<file path="src/rtl/snake_run_ctrl.sv">
`default_nettype none
// ============================================================================
// Module : snake_run_ctrl
// Brief  : Snake display sequencer: pattern counter, direction, run index,
//          start/pause/resume control and done status.
// Rev    : 1.0 - initial release
// ============================================================================
module snake_run_ctrl #(
    parameter int CNT_LENGTH = 20,
    parameter int MAX_RUNS   = 9
) (
    input  logic       clk,
    input  logic       rst,
    input  logic       tick,
    input  logic       start,
    input  logic       pause,
    input  logic       mode,
    input  logic       dir_in,
    output logic [4:0] ptn_cnt,
    output logic       updn,
    output logic [3:0] run_cnt,
    output logic       run_end,
    output logic       done,
    output logic       busy,
    output logic [1:0] state
);

    localparam logic [4:0] c_LAST = 5'(CNT_LENGTH - 1);
    localparam logic [3:0] c_MAXR = 4'(MAX_RUNS);

    typedef enum logic [1:0] {
        S_IDLE  = 2'd0,
        S_RUN   = 2'd1,
        S_PAUSE = 2'd2,
        S_DONE  = 2'd3
    } state_t;

    state_t     state_q, state_d;
    logic [4:0] ptn_q, ptn_d;
    logic       updn_q, updn_d;
    logic [3:0] run_q, run_d;
    logic       run_end_q, run_end_d;
    logic       done_q, busy_q;
    logic       w_at_end;

    assign w_at_end = updn_q ? (ptn_q == c_LAST) : (ptn_q == 5'd0);

    always_comb begin
        state_d   = state_q;
        ptn_d     = ptn_q;
        updn_d    = updn_q;
        run_d     = run_q;
        run_end_d = 1'b0;
        case (state_q)
            S_IDLE, S_DONE: begin
                if (start) begin
                    updn_d  = dir_in;
                    ptn_d   = dir_in ? 5'd0 : c_LAST;
                    run_d   = 4'd1;
                    state_d = S_RUN;
                end
            end
            S_RUN: begin
                if (pause) begin
                    state_d = S_PAUSE;
                end else if (tick) begin
                    if (!w_at_end) begin
                        ptn_d = updn_q ? ptn_q + 5'd1 : ptn_q - 5'd1;
                    end else if (run_q == c_MAXR) begin
                        run_end_d = 1'b1;
                        state_d   = S_DONE;
                    end else begin
                        run_end_d = 1'b1;
                        run_d     = run_q + 4'd1;
                        // Ping-pong keeps the endpoint for one tick and turns around.
                        if (mode) begin
                            updn_d = ~updn_q;
                        end else begin
                            ptn_d = updn_q ? 5'd0 : c_LAST;
                        end
                    end
                end
            end
            S_PAUSE: begin
                if (start && !pause) begin
                    state_d = S_RUN;
                end
            end
            default: state_d = S_IDLE;
        endcase
    end

    always_ff @(posedge clk) begin
        if (rst) begin
            state_q   <= S_IDLE;
            ptn_q     <= 5'd0;
            updn_q    <= 1'b1;
            run_q     <= 4'd0;
            run_end_q <= 1'b0;
            done_q    <= 1'b0;
            busy_q    <= 1'b0;
        end else begin
            state_q   <= state_d;
            ptn_q     <= ptn_d;
            updn_q    <= updn_d;
            run_q     <= run_d;
            run_end_q <= run_end_d;
            done_q    <= (state_d == S_DONE);
            busy_q    <= (state_d == S_RUN) || (state_d == S_PAUSE);
        end
    end

    assign ptn_cnt = ptn_q;
    assign updn    = updn_q;
    assign run_cnt = run_q;
    assign run_end = run_end_q;
    assign done    = done_q;
    assign busy    = busy_q;
    assign state   = state_q;

endmodule
`default_nettype wire

</file>
<file path="config.mk">
export PLATFORM = sky130hd
export DESIGN_NAME = snake_run_ctrl
export DESIGN_NICKNAME = d
export VERILOG_FILES = /design/src/rtl/snake_run_ctrl.sv
export SDC_FILE = /design/constraint.sdc
export NUM_CORES = 1
export LEC_CHECK = 0
export CAP_MARGIN = 0
export CORE_ASPECT_RATIO = 0.75
export CORE_MARGIN = 8
export CORE_UTILIZATION = 54
export DETAILED_ROUTE_END_ITERATION = 6
export PLACE_DENSITY = 0.9
export SKIP_LAST_GASP = 1
export SYNTH_ARGS = -nofsm -noshare
export SYNTH_HDL_FRONTEND = slang
export SYNTH_SLANG_ARGS = --single-unit
</file>
<file path="constraint.sdc">
create_clock -name clk -period 3.2 [get_ports clk]
set_clock_uncertainty 0.05 [all_clocks]
set_input_delay 0.64 -clock clk [delete_from_list [all_inputs] [get_ports clk]]
set_output_delay 0.64 -clock clk [all_outputs]
set_load 0.05 [all_outputs]
</file>
==> metrics <==
CP max stage delay 0.87 ns; Wirelength per Cell 15.0 µm; Post-synth EDFFs 0; RSZ-0062 raised after global routing false; Sequential Area 300 µm²; Via Count 964; setup TNS 0 ns; relative slew slack 64.6%; top-area cell type share of the netlist area 28.7%; ys flop type dfxtp_1; Cell Chain, Critical Path clkdlybuf4s50_1; Design Power 611 µW; number of global-route vias before repair 928; Post-synth top cells dfxtp_1, nor2_1, a21oi_1, inv_1, ha_1; dominant cells by area after synthesis dfxtp_1, ha_1, nor2_1, a21oi_1, xor2_1; Clock Latency Late Sink 0.28 ns; IO Pins 22; Power per Cell Area 478 nW/µm²; postcts setup bufs 0; CTS resizes 0; Async SR Flop Fraction 0%; critical path required time 2.51 ns; die width 66.9 µm; Tightest Pin Transition 0.532 ns; layout cells sized above 1 12.6%; largest net degree at the start of global routing 16; Worst path slowest cell clkdlybuf4s50_1; DIE HEIGHT 54.1 µm; area leader, netlist dfxtp_1; cell family with most CP delay buffers and inverters; cell count after synthesis 121; final wirelength 2480 µm; Clock Sinks 15; Vias per Instance 5.84; Hold WC Path Type reg -> reg; Max rail drop VDD 397 µV; final setup vio count 0; Placeable Area 1770 µm²; Sw Ratio 41.9%; clock-pin transition on the worst setup and hold timing paths 0.09 ns; total CTS buffers 3; area grow syn2layout 22.0%; fill count 137; most frequent cell after synthesis dfxtp_1; row count 13; Unique masters post-synth 44; Antenna Nets Post-Route 0; initial antenna violation count 0; hold buffer count at CTS 0; fmax 421 MHz; clk root buf clkbuf_4; synth warn 0; DRC Markers 0; critical path type reg -> out; r2r setup slk 0.95 ns; HPWL after DPL 1950 µm; Iter 0 DRT Violations 57; syn nets 137; Overflow after GRT 0; Final Slew Violations 0; CP Max Fanout 7; final worst-path cycle share 74.2%; initial core utilization 59.1%; multi-input logic area 676 µm²; Leak 0.484 nW; gpl congestion 0.901; Worst Path Buf+Inv 1; layout net count 160; combinational share of power 44.1%; Clock Path Buffers 2; Int Pwr 355 µW; Reg power frac 38.1%; post-synthesis sequential area ratio 28.7%; number of buffers added on ports 21; number of max-cap violations 0; data arrival time of the critical path 1.69 ns; CTS H-tree lvls 1; Final Hold Fails 0; CTS tree yes; synthesized flop and latch total 15; Worst Setup Start Kind flip-flop; DR pass1 iterations 4; Tmin final 2.38 ns; NetSw 256 µW; Mean Syn Cell Area 8.65 µm²; Total GRT Usage 14.6%; global-route wire length before repair 4060 µm; Clk pwr share 17.8%; Crit. End Element output port; outcome completed; Synth Cell Area 1050 µm²; die area 3620 µm²; Diodes inserted 0
[final cells by class]
cell class,instances,area share (%)
multi-input cells,93,52.9
flip-flops and latches,15,23.5
repair buffers,21,16.5
inverters,10,2.94
well taps,22,2.15
clock buffers,4,2.06
[sequential cells by signal, indices dropped and copies added, names as in the netlist]
signal	count
run_cnt	4
ptn_cnt	5
done	1
state	2
updn	1
busy	1
run_end	1
[power by group through the flow]
stage	Clock [mW]	Combinational (mW)	Sequential (mW)
3_5_place_dp	0	0.267	0.236
4_1_cts	0.111	0.269	0.232
2_1_floorplan	0	0.148	0.290
5_1_grt	0.122	0.292	0.236
3_3_place_gp	0	0.259	0.235
6_report	0.109	0.270	0.232
[routing by layer]
metal / global-route usage (%) / part of all wire, %
met1: 16.3 / 45
met3: 6.00 / 8.2
met4: 4.84 / 0.40
met5: 0 / 0
met2: 24.9 / 47
[kinds of logic after synthesis]
logic type | share of synthesized area (%)
AOI/OAI and AO/OA | 22.6
xor gates and xnor gates | 5.02
adders and majority gates | 11.5
buffers and inverters | 6.81
DFF | 28.7
muxes | 0.956
and+or+nand+nor | 24.5
[metrics by stage]
stage | std cells | utilization, % | hold WS [ns] | cell area [µm²] | setup WS [ns]
6_report | 165 | 72.1 | 0.448 | 1280 | 0.825
4_1_cts | 165 | 72.1 | 0.453 | 1280 | 0.803
3_3_place_gp | 161 | 70.6 | 0.431 | 1250 | 0.870
2_1_floorplan | 121 | - | 0.641 | 1050 | 0.920
3_5_place_dp | 161 | 70.6 | 0.442 | 1250 | 0.806
5_1_grt | 165 | 72.1 | 0.474 | 1280 | 0.768
[final timing paths]
path	from	endpoint	cells past startpoint
setup / recovery	updn$_SDFFE_PP1P_	updn	1
setup reg to reg	state[0]$_SDFF_PP0_	run_cnt[1]$_SDFFE_PP0P_	6
hold reg to reg	ptn_cnt[3]$_SDFFE_PP0P_	ptn_cnt[3]$_SDFFE_PP0P_	2
hold / removal	ptn_cnt[3]$_SDFFE_PP0P_	ptn_cnt[3]$_SDFFE_PP0P_	2
[layout by cell type (no fill, tap or decap), types with 2 or more instances in the layout]
| cell type | count |
|---|---|
| clkdlybuf4s50_1 | 21 |
| dfxtp_1 | 15 |
| nor2_1 | 14 |
| inv_1 | 9 |
| a21oi_1 | 9 |
| ha_1 | 8 |
| nand2_1 | 5 |
| nor2b_1 | 5 |
| nand3_1 | 5 |
| nor3_1 | 4 |
| xor2_1 | 4 |
| nand2b_1 | 3 |
| a211oi_1 | 3 |
| clkbuf_4 | 3 |
| a221oi_1 | 2 |
| o21a_1 | 2 |
| a211oi_2 | 2 |
| xnor2_1 | 2 |
| or3_1 | 2 |
No activity file was read; power rests on OpenSTA's default activity.
==> variant 1 (same settings) <==
Reset style: asynchronous (`rst`), changed in one clocked block.
--- a/src/rtl/snake_run_ctrl.sv
+++ b/src/rtl/snake_run_ctrl.sv
@@ -90,7 +90,7 @@
         endcase
     end
 
-    always_ff @(posedge clk) begin
+    always_ff @(posedge clk or posedge rst) begin
         if (rst) begin
             state_q   <= S_IDLE;
             ptn_q     <= 5'd0;
Formal check against the unedited RTL: differs if rst is asserted again (counterexample within 4 cycles, from zero or initial values and one cycle with rst high); with rst held inactive, the same outputs for 10 cycles.
==> variant 1 against the unedited design <==
- sequential cell count stayed put
- synthesized cell count is 12% lower
- register-to-register slack lost 0.04 ns
- design area shrank 2.7%
- global-route usage rose by 0.84 points
- synthesized area shrank 3.2%
- setup slack worse by 0.13 ns
- wire length is 0.97% lower
Power is left out: the tool's default activity adds up to more than one toggle a clock period on the data nets, which glitch-free logic cannot reach.
==> variant 1: results (changes against the unedited design) <==
| Metric | Value |
|---|---|
| Synth top area cells | dfrtp_1 35%, ha_1 9.9%, nor2_1 4.1% (was dfxtp_1 29%, ha_1 9.6%, nor2_1 5.0%) |
| CP arrival | 1.81 ns (was 1.69 ns) |
| Rel. slew slack | 0.625 (was 0.646) |
| Core area | 1760 µm² (was 1770 µm²) |
| Comb_multi_in | 78 (was 93) |
| Final Routed Wirelength | 2.46 mm (was 2.48 mm) |
| Unique masters post-synth | 37 (was 44) |
| Top-count cell post-synth | dfrtp_1 (was dfxtp_1) |
| Critical hold path startpoint | run_cnt[3] (was ptn_cnt[3]) |
| Vias in the first global route | 891 (was 928) |
| Max FFs per register | 5 (unchanged) |
| Hold WS | 0.493 ns (was 0.448 ns) |
| Inverter count | 10 (unchanged) |
| Initial DRC count | 53 (was 57) |
| Initial antenna violation count | 0 (unchanged) |
| Post-place setup slack | 0.709 ns (was 0.806 ns) |
| Area Overhead vs Synth | 22.6% (was 22.0%) |
| Synthesized Nets | 122 (was 137) |
| R2R depth | 7 (was 6) |
| HPWL Detailed | 1.90 mm (was 1.95 mm) |
| Largest net degree at the start of global routing | 16 (unchanged) |
| Final Worst Setup Slack | 0.696 ns (was 0.825 ns) |
| Total track usage | 0.154 (was 0.146) |
| Ratio of cells with drive above 1 in the final layout | 0.0938 (was 0.126) |
| RR Endpoint | ptn_cnt[4] (was run_cnt[1]) |
| First-pass GRT wire length | 4.13 mm (was 4.06 mm) |
| CP startpoint | updn (unchanged) |
| Synth top cells by count | 14 x dfrtp_1, 11 x nor2_1, 9 x inv_1 (was 15 x dfxtp_1, 14 x nor2_1, 9 x a21oi_1, 9 x inv_1, 8 x ha_1) |
| H-Tree Depth | 1 (unchanged) |
| Hold endpoint | run_cnt[3] (was ptn_cnt[3]) |
| DR vias/cell | 5.99 (was 5.84) |
| Clk root buf | clkbuf_4 (unchanged) |
| Post-placement cell count | 146 (was 161) |
| Asr flop ratio synth | 1.00 (was 0) |
| Multi-input logic area | 563 µm² (was 676 µm²) |
| Drt wl/cell | 16.4 µm (was 15.0 µm) |
| Pins Over Slew Limit | 0 (unchanged) |
| Status | completed (unchanged) |
| Synth Instances | 106 (was 121) |
| RD Place Congestion | 0.798 (was 0.901) |
| Clock Network Area Fraction | 0.0222 (was 0.0206) |
| R2R setup slack | 0.91 ns (was 0.95 ns) |
| Sequential area share after synthesis | 0.372 (was 0.287) |
| Clkbuf count | 3 (was 4) |
| NonClk Buf Share | 0.169 (was 0.165) |
| Sequential portion of the cell area | 0.303 (was 0.235) |
| Critical Path Max Stage Delay | 0.85 ns (was 0.87 ns) |
| Slowest-stage cell, CP | clkdlybuf4s50_1 (unchanged) |
| Skew-Pair Late Insertion Delay | 0.30 ns (was 0.28 ns) |
| Cell count of the worst hold path | 1 (was 2) |
| Longest Clk Path Bufs | 2 (unchanged) |
| Critical path peak fanout | 9 (was 7) |
| Reg-to-reg critical path startpoint | state[0] (unchanged) |
| Placed inst area | 1210 µm² (was 1250 µm²) |
variant 1: cell types whose count changed in the layout (fill, tap and decap cells not counted), sizes merged, moves of 3 or more:
cell    before  now
a211oi       5    0
a21oi       10    6
dfrtp        0   14
dfxtp       15    0
nand3        6    2
nor2        14   11
nor2b        5    1
o21ai        3    6
o22a         0    4
xor2         4    1
variant 1: kinds of logic (layout without fill, tap and decap cells):
group | count (synthesis) | after routing | synth area share
simple gates | 33 | 33 | 0.164
fa+ha+maj | 9 | 9 | 0.119
flops | 15 | 15 | 0.372
compound gates | 31 | 31 | 0.226
mux | 2 | 2 | 0.0210
buf+inv | 13 | 35 | 0.0728
xor+xnor | 3 | 3 | 0.0259
variant 1: layer usage:
layer | global-route usage | up-vias | wire, µm
li1 | - | 420 | -
met1 | 0.181 | 419 | 997
met2 | 0.241 | 47 | 1160
met4 | 0.0671 | 0 | 60
met3 | 0.0695 | 12 | 245
met5 | 0 | - | 0
==> variant 2 (same settings) <==
Made on the original files. Set the parameter `CNT_LENGTH` to 16 (it was 20).
--- a/src/rtl/snake_run_ctrl.sv
+++ b/src/rtl/snake_run_ctrl.sv
@@ -6,7 +6,7 @@
 // Rev    : 1.0 - initial release
 // ============================================================================
 module snake_run_ctrl #(
-    parameter int CNT_LENGTH = 20,
+    parameter int CNT_LENGTH = 16,
     parameter int MAX_RUNS   = 9
 ) (
     input  logic       clk,
Function: changed (a bounded check fails within 4 cycles, from zero or initial values and one cycle with rst high).
==> variant 2 against the unedited design <==
- final cell count is 3.6% higher
- design area grew 2.2%
- total power is 2.6% lower
- global-route usage up 0.81 points
- synthesized area is 0.60% higher
- wire length fell by 0.16%
- setup slack worse by 0.15 ns
- sequential cell count stayed put
- largest power group unchanged
==> variant 2: results (changes against the unedited design) <==
| Metric | Value |
|---|---|
| Xor/xnor share of the synthesized area | 0.0249 (was 0.0502) |
| Sequential power share | 0.380 (was 0.381) |
| Hold endpoint | run_cnt[1] (was ptn_cnt[3]) |
| Switching pwr | 0.248 mW (was 0.256 mW) |
| Ratio of cells with drive above 1 in the final layout | 0.0680 (was 0.126) |
| HPWL Detailed | 1.93 mm (was 1.95 mm) |
| Combinational Power Share | 0.434 (was 0.441) |
| Filler cell count | 166 (was 137) |
| Drt wl/cell | 14.5 µm (was 15.0 µm) |
| Longest Clk Path Bufs | 2 (unchanged) |
| Clk root buf | clkbuf_4 (unchanged) |
| Post-synthesis compound-gate area fraction | 0.268 (was 0.226) |
| Status | completed (unchanged) |
| Synth top cells by count | 15 x dfxtp_1, 10 x nand2_1, 10 x nor2_1 (was 15 x dfxtp_1, 14 x nor2_1, 9 x a21oi_1, 9 x inv_1, 8 x ha_1) |
| Crit path to | ptn_cnt[4] (was updn) |
| Reg-to-reg critical path startpoint | ptn_cnt[3] (was state[0]) |
| Critical Path Max Stage Delay | 0.90 ns (was 0.87 ns) |
| Total track usage | 0.154 (was 0.146) |
| Post-cts resize count | 0 (unchanged) |
| Initial DRC count | 62 (was 57) |
| Mux cell area share after synthesis | 0.0238 (was 0.00956) |
| Placed inst area | 1280 µm² (was 1250 µm²) |
| Synth top area cells | dfxtp_1 29%, ha_1 9.5%, a21oi_1 4.3% (was dfxtp_1 29%, ha_1 9.6%, nor2_1 5.0%) |
| First-pass GRT wire length | 4.40 mm (was 4.06 mm) |
| Leakage | 0.481 nW (was 0.484 nW) |
| Post-place setup slack | 0.887 ns (was 0.806 ns) |
| R2R setup slack | 0.93 ns (was 0.95 ns) |
| RR Endpoint | busy (was run_cnt[1]) |
| Vias in the first global route | 970 (was 928) |
| CTS Buf Count | 3 (unchanged) |
| Sequential area share after synthesis | 0.285 (was 0.287) |
| Final net count | 164 (was 160) |
| Synthesized Nets | 142 (was 137) |
| R2R depth | 7 (was 6) |
| CP startpoint | ptn_cnt[4] (was updn) |
| Critical hold path startpoint | run_cnt[1] (was ptn_cnt[3]) |
| DR vias/cell | 5.93 (was 5.84) |
| Least-Margin Pin Slew | 0.553 ns (was 0.532 ns) |
| RD Place Congestion | 0.918 (was 0.901) |
## variant 2: cell types whose count changed after synthesis, sizes merged, moves of 3 or more
cell / before / now
a211oi: 5 / 1
nand2: 6 / 10
nor2: 14 / 10
nor3: 4 / 7
o21a: 3 / 0
o21ai: 3 / 6
xor2: 4 / 1
## variant 2: final cells by class
cell class / instances / area [µm²] / area share
inverter: 8 / 30.0 / 0.0230
multi-input combinational: 99 / 707 / 0.542
clock buffer: 3 / 22.5 / 0.0173
sequential: 15 / 300 / 0.230
timing repair buffer: 21 / 210 / 0.161
tap: 24 / 30.0 / 0.0230
clock inverter: 1 / 5.00 / 0.00384
## variant 2: stage by stage
step,cells,hold slack [ns]
floorplan,126,0.662
global placement,167,0.465
detailed placement,167,0.478
CTS,171,0.497
global route,171,0.525
finish,171,0.489
## variant 2: layer usage
layer  part of all wire  GRT usage
met3              0.090     0.0511
met4             0.0048     0.0381
met2               0.48      0.258
met1               0.43      0.188
met5                  0          0
